[src/rtl/golden_nonce_fifo.sv]
// Result FIFO behind the hash core: tags golden nonces with the current job and queues them
// for the host. Define GOLDEN_NONCE_DEDUP_EN to drop a push identical to the last accepted entry.
module golden_nonce_fifo #(
  parameter int unsigned DEPTH   = 8,
  parameter int unsigned NONCE_W = 32,
  parameter int unsigned JOB_W   = 8,
  parameter int unsigned OVF_W   = 16
) (
  input  logic                       clk,
  input  logic                       reset_n,
  input  logic                       flush,
  input  logic                       job_load,
  input  logic [JOB_W-1:0]           job_id_in,
  input  logic [NONCE_W-1:0]         golden_nonce,
  input  logic                       golden_nonce_valid,
  output logic [NONCE_W-1:0]         out_nonce,
  output logic [JOB_W-1:0]           out_job,
  output logic                       out_valid,
  input  logic                       out_ready,
  output logic [$clog2(DEPTH):0]     count,
  output logic [OVF_W-1:0]           overflow_cnt
);

  localparam int unsigned PTR_W = $clog2(DEPTH);
  localparam int unsigned CNT_W = PTR_W + 1;
  localparam int unsigned ENT_W = JOB_W + NONCE_W;
  localparam logic [CNT_W-1:0] FULL_CNT = CNT_W'(DEPTH);

  logic [ENT_W-1:0] mem_q [DEPTH];

  logic [PTR_W-1:0] wr_ptr_q, wr_ptr_d;
  logic [PTR_W-1:0] rd_ptr_q, rd_ptr_d;
  logic [CNT_W-1:0] count_q, count_d;
  logic [OVF_W-1:0] ovf_q, ovf_d;
  logic [JOB_W-1:0] job_q, job_d;

  logic             full, empty, pop, push, take, drop, dup;
  logic [ENT_W-1:0] entry;

`ifdef GOLDEN_NONCE_DEDUP_EN
  logic [ENT_W-1:0] last_q, last_d;
  logic             last_vld_q, last_vld_d;
`endif

  always_comb begin
    entry = {job_q, golden_nonce};
    full  = (count_q == FULL_CNT);
    empty = (count_q == '0);
    pop   = !empty && out_ready && !flush;
`ifdef GOLDEN_NONCE_DEDUP_EN
    dup   = last_vld_q && (last_q == entry);
`else
    dup   = 1'b0;
`endif
    // a filtered duplicate is neither stored nor counted as overflow
    take  = golden_nonce_valid && !flush && !dup;
    push  = take && (!full || pop);
    drop  = take && full && !pop;

    wr_ptr_d = wr_ptr_q;
    rd_ptr_d = rd_ptr_q;
    count_d  = count_q;
    if (flush) begin
      wr_ptr_d = '0;
      rd_ptr_d = '0;
      count_d  = '0;
    end else begin
      if (push) wr_ptr_d = wr_ptr_q + PTR_W'(1);
      if (pop)  rd_ptr_d = rd_ptr_q + PTR_W'(1);
      if (push && !pop)      count_d = count_q + CNT_W'(1);
      else if (pop && !push) count_d = count_q - CNT_W'(1);
    end

    ovf_d = (drop && !(&ovf_q)) ? ovf_q + OVF_W'(1) : ovf_q;
    job_d = job_load ? job_id_in : job_q;

`ifdef GOLDEN_NONCE_DEDUP_EN
    last_d     = push ? entry : last_q;
    last_vld_d = flush ? 1'b0 : (push ? 1'b1 : last_vld_q);
`endif
  end

  always_ff @(posedge clk or negedge reset_n) begin
    if (!reset_n) begin
      wr_ptr_q <= '0;
      rd_ptr_q <= '0;
      count_q  <= '0;
      ovf_q    <= '0;
      job_q    <= '0;
    end else begin
      wr_ptr_q <= wr_ptr_d;
      rd_ptr_q <= rd_ptr_d;
      count_q  <= count_d;
      ovf_q    <= ovf_d;
      job_q    <= job_d;
    end
  end

`ifdef GOLDEN_NONCE_DEDUP_EN
  always_ff @(posedge clk or negedge reset_n) begin
    if (!reset_n) begin
      last_q     <= '0;
      last_vld_q <= 1'b0;
    end else begin
      last_q     <= last_d;
      last_vld_q <= last_vld_d;
    end
  end
`endif

  always_ff @(posedge clk) begin
    if (push) mem_q[wr_ptr_q] <= entry;
  end

  // head is read straight from storage, forced to zero while nothing is held
  always_comb begin
    out_valid    = !empty;
    out_nonce    = out_valid ? mem_q[rd_ptr_q][NONCE_W-1:0] : '0;
    out_job      = out_valid ? mem_q[rd_ptr_q][ENT_W-1:NONCE_W] : '0;
    count        = count_q;
    overflow_cnt = ovf_q;
  end

endmodule

[config.mk]
export PLATFORM = sky130hd
export DESIGN_NAME = golden_nonce_fifo
export DESIGN_NICKNAME = d
export VERILOG_FILES = /design/src/rtl/golden_nonce_fifo.sv
export SDC_FILE = /design/constraint.sdc
export NUM_CORES = 1
export LEC_CHECK = 0
export CORE_ASPECT_RATIO = 1.1
export CORE_UTILIZATION = 32
export DETAILED_ROUTE_END_ITERATION = 10
export GPL_TIMING_DRIVEN = 0
export PLACE_DENSITY = 0.55
export SETUP_SLACK_MARGIN = 0.2
export SLEW_MARGIN = 15
export SYNTH_ARGS = -nofsm -noshare
export SYNTH_HDL_FRONTEND = slang
export SYNTH_SLANG_ARGS = --single-unit
[constraint.sdc]
create_clock -name clk -period 11.7 [get_ports clk]
set_input_delay 1.755 -clock clk [delete_from_list [all_inputs] [get_ports clk]]
set_output_delay 1.755 -clock clk [all_outputs]
set_load 0.01 [all_outputs]
==> flow_summary.ini, run 1 <==
[floorplanning]
rows = 79
die_w_um = 201.0
ioPinCount = 107
core_sq_um = 42600
dieArea_sq_um = 44380
die_h_um = 220.9
floorplan.initialDensity_pct = 32.71

[grt]
antenna_found_initial = 0
grt_pass1_vias = 7574
track_usage_pct = 13.77
grt_max_degree = 29
grt_overflow_total = 0
grt_pass1_wl_um = 46220

[cts]
clk_latency_ns = 0.52
cts_tree = built
cts_setup_buffers = 0
htree_levels = 2
cts_buffer_depth = 3
clock_sinks = 354
path_clk_slew_ns = 0.06
cts_resized = 0
cts_made_buffers = 39
postCtsHoldBufs = 0
clockRootBuffer = clkbuf_16

[worst_setup_path]
crit_required_ns = 9.95
crit_type = reg2out
cp_cell_sequence = or3_1 -> nor2_1 -> clkbuf_1 -> nor2_1 -> clkdlybuf4s50_1
cpPeakStageDelay_ns = 0.60
path_depth = 5
slowest_stage = nor2_1
worst-path-max-fanout = 10
end_kind = output port
cp_common_cell = nor2_1
r2r_end = mem_q[0][9]
critPathArrivalTime_ns = 3.40
reg2reg_setup_slack_ns = 9.07
crit_buf_inv = 2
worstRegToRegCells = 6
crit_family = simple AND/OR/NAND/NOR gates
worstReg2RegStart = count[1]
cp-start-kind = register

[logic_synthesis]
synthTopCellsByCount = edfxtp_1, mux4_2, nor2_1
synth_compound_area_share_pct = 0.8980
yosysSeqAreaShare_pct = 75.07
yosysWarnings = 0
synthSimpleGateAreaFrac_pct = 4.301
ys.flop_type = edfxtp_1
postSynth.asyncResetShare_pct = 9.605
synth-seq-cells = 354
syn_nets = 738
yosys.area_share.xor_xnor_pct = 1.131
netlist-cell-type-count = 45
avgSynthCellArea_sq_um = 20.31
yosysMostFrequentCell = edfxtp_1
synth.area.top_cells = edfxtp_1, mux4_2, dfrtp_1, mux2i_1, nor2_1
synth_top_area_share_pct = 68.97
synth_fa_ha_area_share_pct = 0.5927
synth_top_family_by_area = multiplexers
synth_edf_count = 320
muxShareOfSynthArea_pct = 16.83
synthesis.area_sq_um = 13930
syn_inst = 686
yosysTopAreaCell = edfxtp_1

[finish]
nNetsFinal = 909
n_fill_cell = 3787
drive_above_1_share_pct = 20.99
multi_input_area_sq_um = 3364
register_area_sq_um = 10460
insertedDiodeCount = 0
syn_to_final_growth_pct = 24.55

[route]
ant_nets = 0
drt_iter0_markers = 426
viasPerCell = 4.763
num_vias = 6920
wl_per_cell_um = 20.54
dr.pass1.iters = 4
drc_errors = 0
wl_um = 29850

[power_and_ir_drop]
peakVddDrop_uv = 111.7
power.total_mw = 3.464
leakagePower_nw = 5.574
powerDensity_nw_per_um2 = 199.6

[timing]
rsz0062_at_grt = false
post-route-period-util_pct = 44.03
drv_slew = 0
finalClockSkew_ns = 0.01123
whs_ns = 0.5135
fin_crit_ns = 5.152
setup_tns_ns = 0
fmax_mhz = 194.1
hold_violations = 0
finalSetupViolCount = 0
worstMarginPinSlew_ns = 0.9806
slew_headroom_pct = 34.63

[min_path]
hold_depth = 1
hp-class = reg2reg
worstHoldStart = overflow_cnt[5]
holdPathEnd = overflow_cnt[5]

[place]
hpwlAfterDp_um = 19060
io_buffers = 105
gp_congestion = 0.7499

[status]
outcome = finished clean

[run]
drv_cap = 0
-- layout by cell type (no fill, tap or decap), types with 2 or more instances in the layout --
cell | netlist | final
a21oi_1 | 6 | 6
and4_1 | 2 | 2
buf_1 | 2 | 2
buf_12 | 0 | 6
buf_16 | 0 | 7
buf_2 | 8 | 9
buf_4 | 0 | 9
buf_6 | 2 | 5
bufinv_16 | 0 | 2
clkbuf_1 | 19 | 28
clkbuf_16 | 0 | 40
clkdlybuf4s50_1 | 0 | 104
clkinv_1 | 0 | 11
clkinv_2 | 0 | 4
clkinvlp_4 | 0 | 2
dfrtp_1 | 34 | 34
edfxtp_1 | 320 | 320
ha_1 | 5 | 5
inv_1 | 5 | 5
mux2_1 | 2 | 2
mux2_2 | 8 | 8
mux2i_1 | 43 | 43
mux4_2 | 80 | 80
nand2_1 | 8 | 8
nand2b_1 | 4 | 4
nand3_1 | 10 | 10
nand4_1 | 6 | 6
nor2_1 | 59 | 53
nor2_4 | 0 | 6
nor3_1 | 13 | 11
nor3_2 | 0 | 2
nor3b_1 | 2 | 2
nor4_1 | 2 | 2
o211ai_1 | 4 | 4
o21a_1 | 2 | 2
o21ai_1 | 2 | 2
or3_1 | 3 | 3
xnor2_1 | 2 | 2
xor2_1 | 16 | 16
-- sequential cells by signal, summed over array words and instances (netlist names) --
register / count
mem_q: 320
overflow_cnt: 16
job_q: 8
count: 4
rd_ptr_q: 3
wr_ptr_q: 3
-- how the worst max path moves through the flow --
stage	from	endpoint	slack [ns]
finish	count[1]	out_job[6]	6.55
global route	count[1]	out_nonce[4]	6.37
CTS	count[1]	out_job[6]	6.43
detailed placement	count[0]	out_job[6]	7.01
global placement	golden_nonce_valid	mem_q[1][23]	2.63
floorplan	golden_nonce_valid	mem_q[1][0]	6.35
-- per-layer routing --
metal | routed length (um) | global-route usage (%)
met1 | 13280 | 18.48
met2 | 14540 | 23.04
met3 | 1502 | 2.577
met4 | 517 | 3.423
met5 | 0 | 0
-- cells by family after synthesis --
group | count (synthesis)
compound gates | 19
xor+xnor | 18
fa+ha+maj | 6
buf+inv | 37
flops | 354
mux | 133
simple gates | 119
-- power by group --
part / total (mW) / switching (mW) / internal [mW]
logic: 0.868 / 0.425 / 0.443
clock network: 1.14 / 0.471 / 0.671
registers: 1.45 / 0.0288 / 1.42
-- worst reg2reg max path: stages (launching register included) --
cell	delay (ns)
dfrtp_1	0.48
or3_1	0.49
o211ai_1	0.67
nor3_2	0.15
buf_4	0.23
buf_4	0.20
buf_4	0.18
-- final cells by class --
type / instances / area share (%)
Inverter: 6 / 0.1298
Timing Repair Buffer: 130 / 8.414
Clock inverter: 21 / 0.9301
Tap cell: 567 / 4.088
Sequential cell: 354 / 60.27
Buffer: 31 / 0.8147
Clock buffer: 49 / 5.963
Multi-Input combinational cell: 295 / 19.39
-- stage by stage --
| step | cell area [sq um] | std cells | util (%) | setup slack, ns |
|---|---|---|---|---|
| floorplan | 13930 | 686 | - | 6.351 |
| global placement | 15690 | 1358 | 36.84 | 2.633 |
| detailed placement | 16160 | 1383 | 37.93 | 7.009 |
| CTS | 17350 | 1453 | 40.74 | 6.429 |
| global route | 17350 | 1453 | 40.74 | 6.375 |
| finish | 17350 | 1453 | 40.74 | 6.548 |
(Power assumes the default switching activity.)
==> run 2: changes to the inputs <==
- PLACE_DENSITY: 0.55 -> 0.57
- clock period: 11.7 -> 4.7 ns (I/O delays scaled with it)
==> flow_summary.ini, run 2 (same netlist as run 1, synthesis figures left out) <==
[status]
outcome = finished clean

[route]
dr.pass1.iters = 4
wl_per_cell_um = 20.95
num_vias = 6935
viasPerCell = 4.786
ant_nets = 0
drt_iter0_markers = 484
drc_errors = 0
wl_um = 30350

[cts]
cts_resized = 0
clk_latency_ns = 0.52
cts_buffer_depth = 3
path_clk_slew_ns = 0.06
htree_levels = 2
clockRootBuffer = clkbuf_16
cts_made_buffers = 38
postCtsHoldBufs = 0
clock_sinks = 354
cts_setup_buffers = 0
cts_tree = built

[floorplanning]
die_h_um = 220.9
ioPinCount = 107
dieArea_sq_um = 44380
die_w_um = 201.0
floorplan.initialDensity_pct = 32.71
core_sq_um = 42600
rows = 79

[finish]
top_register = mem_q
final_common_cell = edfxtp_1
largest_register_ffs = 320
final_util_pct = 40.58
layout_common_cells = edfxtp_1, clkdlybuf4s50_1, mux4_2, nor2_1, mux2i_1
syn_to_final_growth_pct = 24.08
drive_above_1_share_pct = 21.00
nNetsFinal = 908
stdcell_area_sq_um = 17290

[place]
gp_congestion = 0.7546
place_area_sq_um = 16190
io_buffers = 105
post-place-ws_ns = 1.084
hpwlAfterDp_um = 19220

[timing]
slew_headroom_pct = 33.61
rsz0062_at_grt = false
fmax_mhz = 242.2
fin_crit_ns = 4.128
hold_violations = 0
finalSetupViolCount = 0
worstMarginPinSlew_ns = 0.9959
drv_slew = 0
finalClockSkew_ns = 0.02577
post-route-period-util_pct = 87.83
whs_ns = 0.1013
setup_ws_ns = 0.5718

[worst_setup_path]
worst-path-max-fanout = 10
end_kind = output port
crit_required_ns = 3.99
critPathArrivalTime_ns = 3.42
cp-start-kind = register
crit_type = reg2out

[power_and_ir_drop]
pwr-share-seq_pct = 42.8
p_clk_share_pct = 31.6
power.total_mw = 8.459
combPwrFrac_pct = 25.7
switching_share_pct = 27.08
p_int_mw = 6.169
powerDensity_nw_per_um2 = 489.3
peakVddDrop_uv = 197.8
switchingPower_mw = 2.290
leakagePower_nw = 5.541

[grt]
grt_max_degree = 23
grt_pass1_wl_um = 46220
grt_pass1_vias = 7439
antenna_found_initial = 2
grt_overflow_total = 0
track_usage_pct = 13.87

[run]
drv_cap = 0

[min_path]
hp-class = in2async
[run 2: cell count changes in the layout (fill, tap and decap cells not counted), moves of 2 or more]
| cell | delta |
|---|---|
| buf_6 | +6 |
| clkinv_2 | +2 |
| bufinv_16 | -2 |
| buf_4 | -6 |
| clkinv_1 | -3 |
[run 2: power by group through the flow]
stage / logic [mW] / registers (mW) / clock network (mW)
after floorplan: 1.25 / 3.68 / 0
after global placement: 2.19 / 3.69 / 0
after detailed placement: 2.23 / 3.69 / 0
after CTS: 2.24 / 3.62 / 2.73
after global routing: 2.36 / 3.63 / 2.85
final: 2.17 / 3.62 / 2.67
[run 2: path summary, 6_finish.rpt]
| path | end | startpoint | slack [ns] | depth (start not counted) |
|---|---|---|---|---|
| min reg2reg | overflow_cnt[5] | overflow_cnt[5] | 0.51 | 1 |
| max reg2reg | mem_q[0][22] | count[1] | 2.04 | 6 |
| min in group clk | overflow_cnt[5] | overflow_cnt[5] | 0.51 | 1 |
| min | wr_ptr_q[0] | reset_n | 0.10 | 1 |
| max in group asynchronous | job_q[1] | reset_n | 4.15 | 2 |
| max | out_job[7] | count[1] | 0.57 | 5 |
[run 2: stage by stage]
step	cells	setup TNS [ns]
after CTS	1448	0
final	1449	0
after global routing	1448	0
after detailed placement	1383	0
after global placement	1358	-587.35
after floorplan	686	0
[run 2: area by class of cell]
cell class	instances	area, sq um
Antenna cell	1	2.502
Buffer	31	141.4
Clock buffer	47	1006
Clock inverter	18	92.59
Fill cell	3783	25310
Inverter	6	22.52
Multi-Input combinational cell	295	3364
Sequential cell	354	10460
Tap cell	567	709.4
Timing Repair Buffer	130	1490
[run 2: layer usage]
| layer | routed length [um] | vias up | global-route usage (%) |
|---|---|---|---|
| met5 | 12 | - | 0 |
| met1 | 13260 | 3600 | 18.19 |
| met3 | 1401 | 40 | 2.784 |
| met2 | 15130 | 160 | 23.47 |
| li1 | - | 3133 | - |
| met4 | 550 | 2 | 3.595 |
[run 2: worst max-delay path: stages (launching register included)]
cell	delay [ns]
dfrtp_1	0.49
or3_1	0.48
nor2_1	0.63
clkbuf_1	0.55
nor2_1	0.23
clkdlybuf4s50_1	0.53
==> run 3: changes to the inputs <==
- PLACE_DENSITY: 0.57 -> 0.53
==> flow_summary.ini, run 3 (same netlist as run 1, synthesis figures left out) <==
[status]
outcome = finished clean

[cts]
cts_setup_buffers = 0
htree_levels = 2
postCtsHoldBufs = 0
cts_buffer_depth = 3
clock_sinks = 354
clk_latency_ns = 0.54
cts_resized = 0
clockRootBuffer = clkbuf_16
path_clk_slew_ns = 0.06
cts_made_buffers = 39
cts_tree = built

[worst_setup_path]
cp-start-kind = register
r2r_end = mem_q[0][18]
crit_required_ns = 3.99
worstRegToRegCells = 5
cp_common_cell = nor2_1
critPathArrivalTime_ns = 3.31
worstReg2RegStart = count[1]
slowest_stage = clkbuf_1
reg2reg_setup_slack_ns = 2.07
end_kind = output port
crit_type = reg2out
cp_cell_sequence = or3_1 -> nor2_1 -> clkbuf_1 -> nor2_1 -> clkdlybuf4s50_1
worst-path-max-fanout = 10
cpPeakStageDelay_ns = 0.58

[route]
viasPerCell = 4.777
met2WireLength_um = 14400
drc_errors = 0
drt_iter0_markers = 470
dr.pass1.iters = 6
top_layer = met5
wl_met3_um = 1432
num_vias = 6932
wl_um = 30260
wl_per_cell_um = 20.86
wl_met1_um = 13870
ant_nets = 0

[timing]
finalClockSkew_ns = 0.01782
slew_headroom_pct = 34.45
worstMarginPinSlew_ns = 0.9833
post-route-period-util_pct = 85.41
finalSetupViolCount = 0
hold_violations = 0
rsz0062_at_grt = false
fin_crit_ns = 4.014
drv_slew = 0
fmax_mhz = 249.1

[power_and_ir_drop]
leakagePower_nw = 5.576
powerDensity_nw_per_um2 = 499.4
power.total_mw = 8.673
peakVddDrop_uv = 258.1

[min_path]
hp-class = in2async

[finish]
stdcell_area_sq_um = 17370
n_fill_cell = 3804
top_register = mem_q
multi_input_area_sq_um = 3364
insertedDiodeCount = 0
final_common_cell = edfxtp_1
largest_register_ffs = 320
nNetsFinal = 908
layout_common_cells = edfxtp_1, clkdlybuf4s50_1, mux4_2, nor2_1, mux2i_1
register_area_sq_um = 10460
drive_above_1_share_pct = 21.04
syn_to_final_growth_pct = 24.63

[grt]
grt_overflow_total = 0
grt_pass1_vias = 7365
grt_max_degree = 29
antenna_found_initial = 1
grt_pass1_wl_um = 46020
track_usage_pct = 13.80

[floorplanning]
die_w_um = 201.0
rows = 79
dieArea_sq_um = 44380
core_sq_um = 42600
floorplan.initialDensity_pct = 32.71
die_h_um = 220.9
ioPinCount = 107

[place]
gp_congestion = 0.7374
place_area_sq_um = 16150
io_buffers = 105
hpwlAfterDp_um = 19270

[run]
drv_cap = 0
[run 3: changes by cell type in the layout (fill, tap and decap cells not counted), moves of 2 or more]
cell,delta
clkbuf_8,+2
clkbuf_1,+3
bufinv_16,+2
buf_4,+4
clkinv_2,-3
buf_6,-5
[run 3: layer usage]
| layer | up-vias | GRT usage, % |
|---|---|---|
| met1 | 3599 | 19.37 |
| met4 | 2 | 3.866 |
| li1 | 3128 | - |
| met5 | - | 0 |
| met2 | 161 | 21.80 |
| met3 | 42 | 2.710 |
[run 3: how the worst max path moves through the flow]
stage | endpoint | slack, ns | start
2_1_floorplan | mem_q[1][0] | 0.40 | golden_nonce_valid
5_1_grt | out_nonce[12] | 0.46 | count[1]
4_1_cts | out_nonce[23] | 0.61 | count[1]
3_5_place_dp | mem_q[0][21] | 1.08 | golden_nonce_valid
3_3_place_gp | mem_q[1][9] | -3.46 | golden_nonce_valid
6_report | out_nonce[12] | 0.69 | count[1]
[run 3: stage by stage]
step / setup WS (ns) / cells / utilization, % / setup TNS (ns) / hold WS [ns]
6_report: 0.6856 / 1451 / 40.76 / 0 / 0.02892
3_5_place_dp: 1.079 / 1382 / 37.92 / 0 / 0.5015
4_1_cts: 0.6060 / 1451 / 40.76 / 0 / 0.006599
3_3_place_gp: -3.457 / 1358 / 36.84 / -566.36 / 0.4983
2_1_floorplan: 0.4009 / 686 / - / 0 / 0.4094
5_1_grt: 0.4571 / 1451 / 40.76 / 0 / 0.02046
[run 3: worst max-delay path: cells and delay by family, from the launching register on]
| kind | cells | cell delay [ns] |
|---|---|---|
| AND/OR/NAND/NOR | 3 | 1.19 |
| buffers and inverters | 2 | 1.10 |
| flip-flops | 1 | 0.47 |
[run 3: power breakdown]
part           internal (mW)  total, mW  switching, mW
combinational           1.10       2.17           1.06
clock                   1.70       2.89           1.18
sequential              3.55       3.62         0.0733
[run 3: area by class of cell]
| class | instances | share of cell area, % |
|---|---|---|
| sequential | 354 | 60.23 |
| multi-input combinational | 295 | 19.37 |
| timing repair buffer | 129 | 8.387 |
| clock buffer | 53 | 6.160 |
| tap | 567 | 4.085 |
| clock inverter | 16 | 0.8142 |
| buffer | 31 | 0.8142 |
| inverter | 6 | 0.1297 |
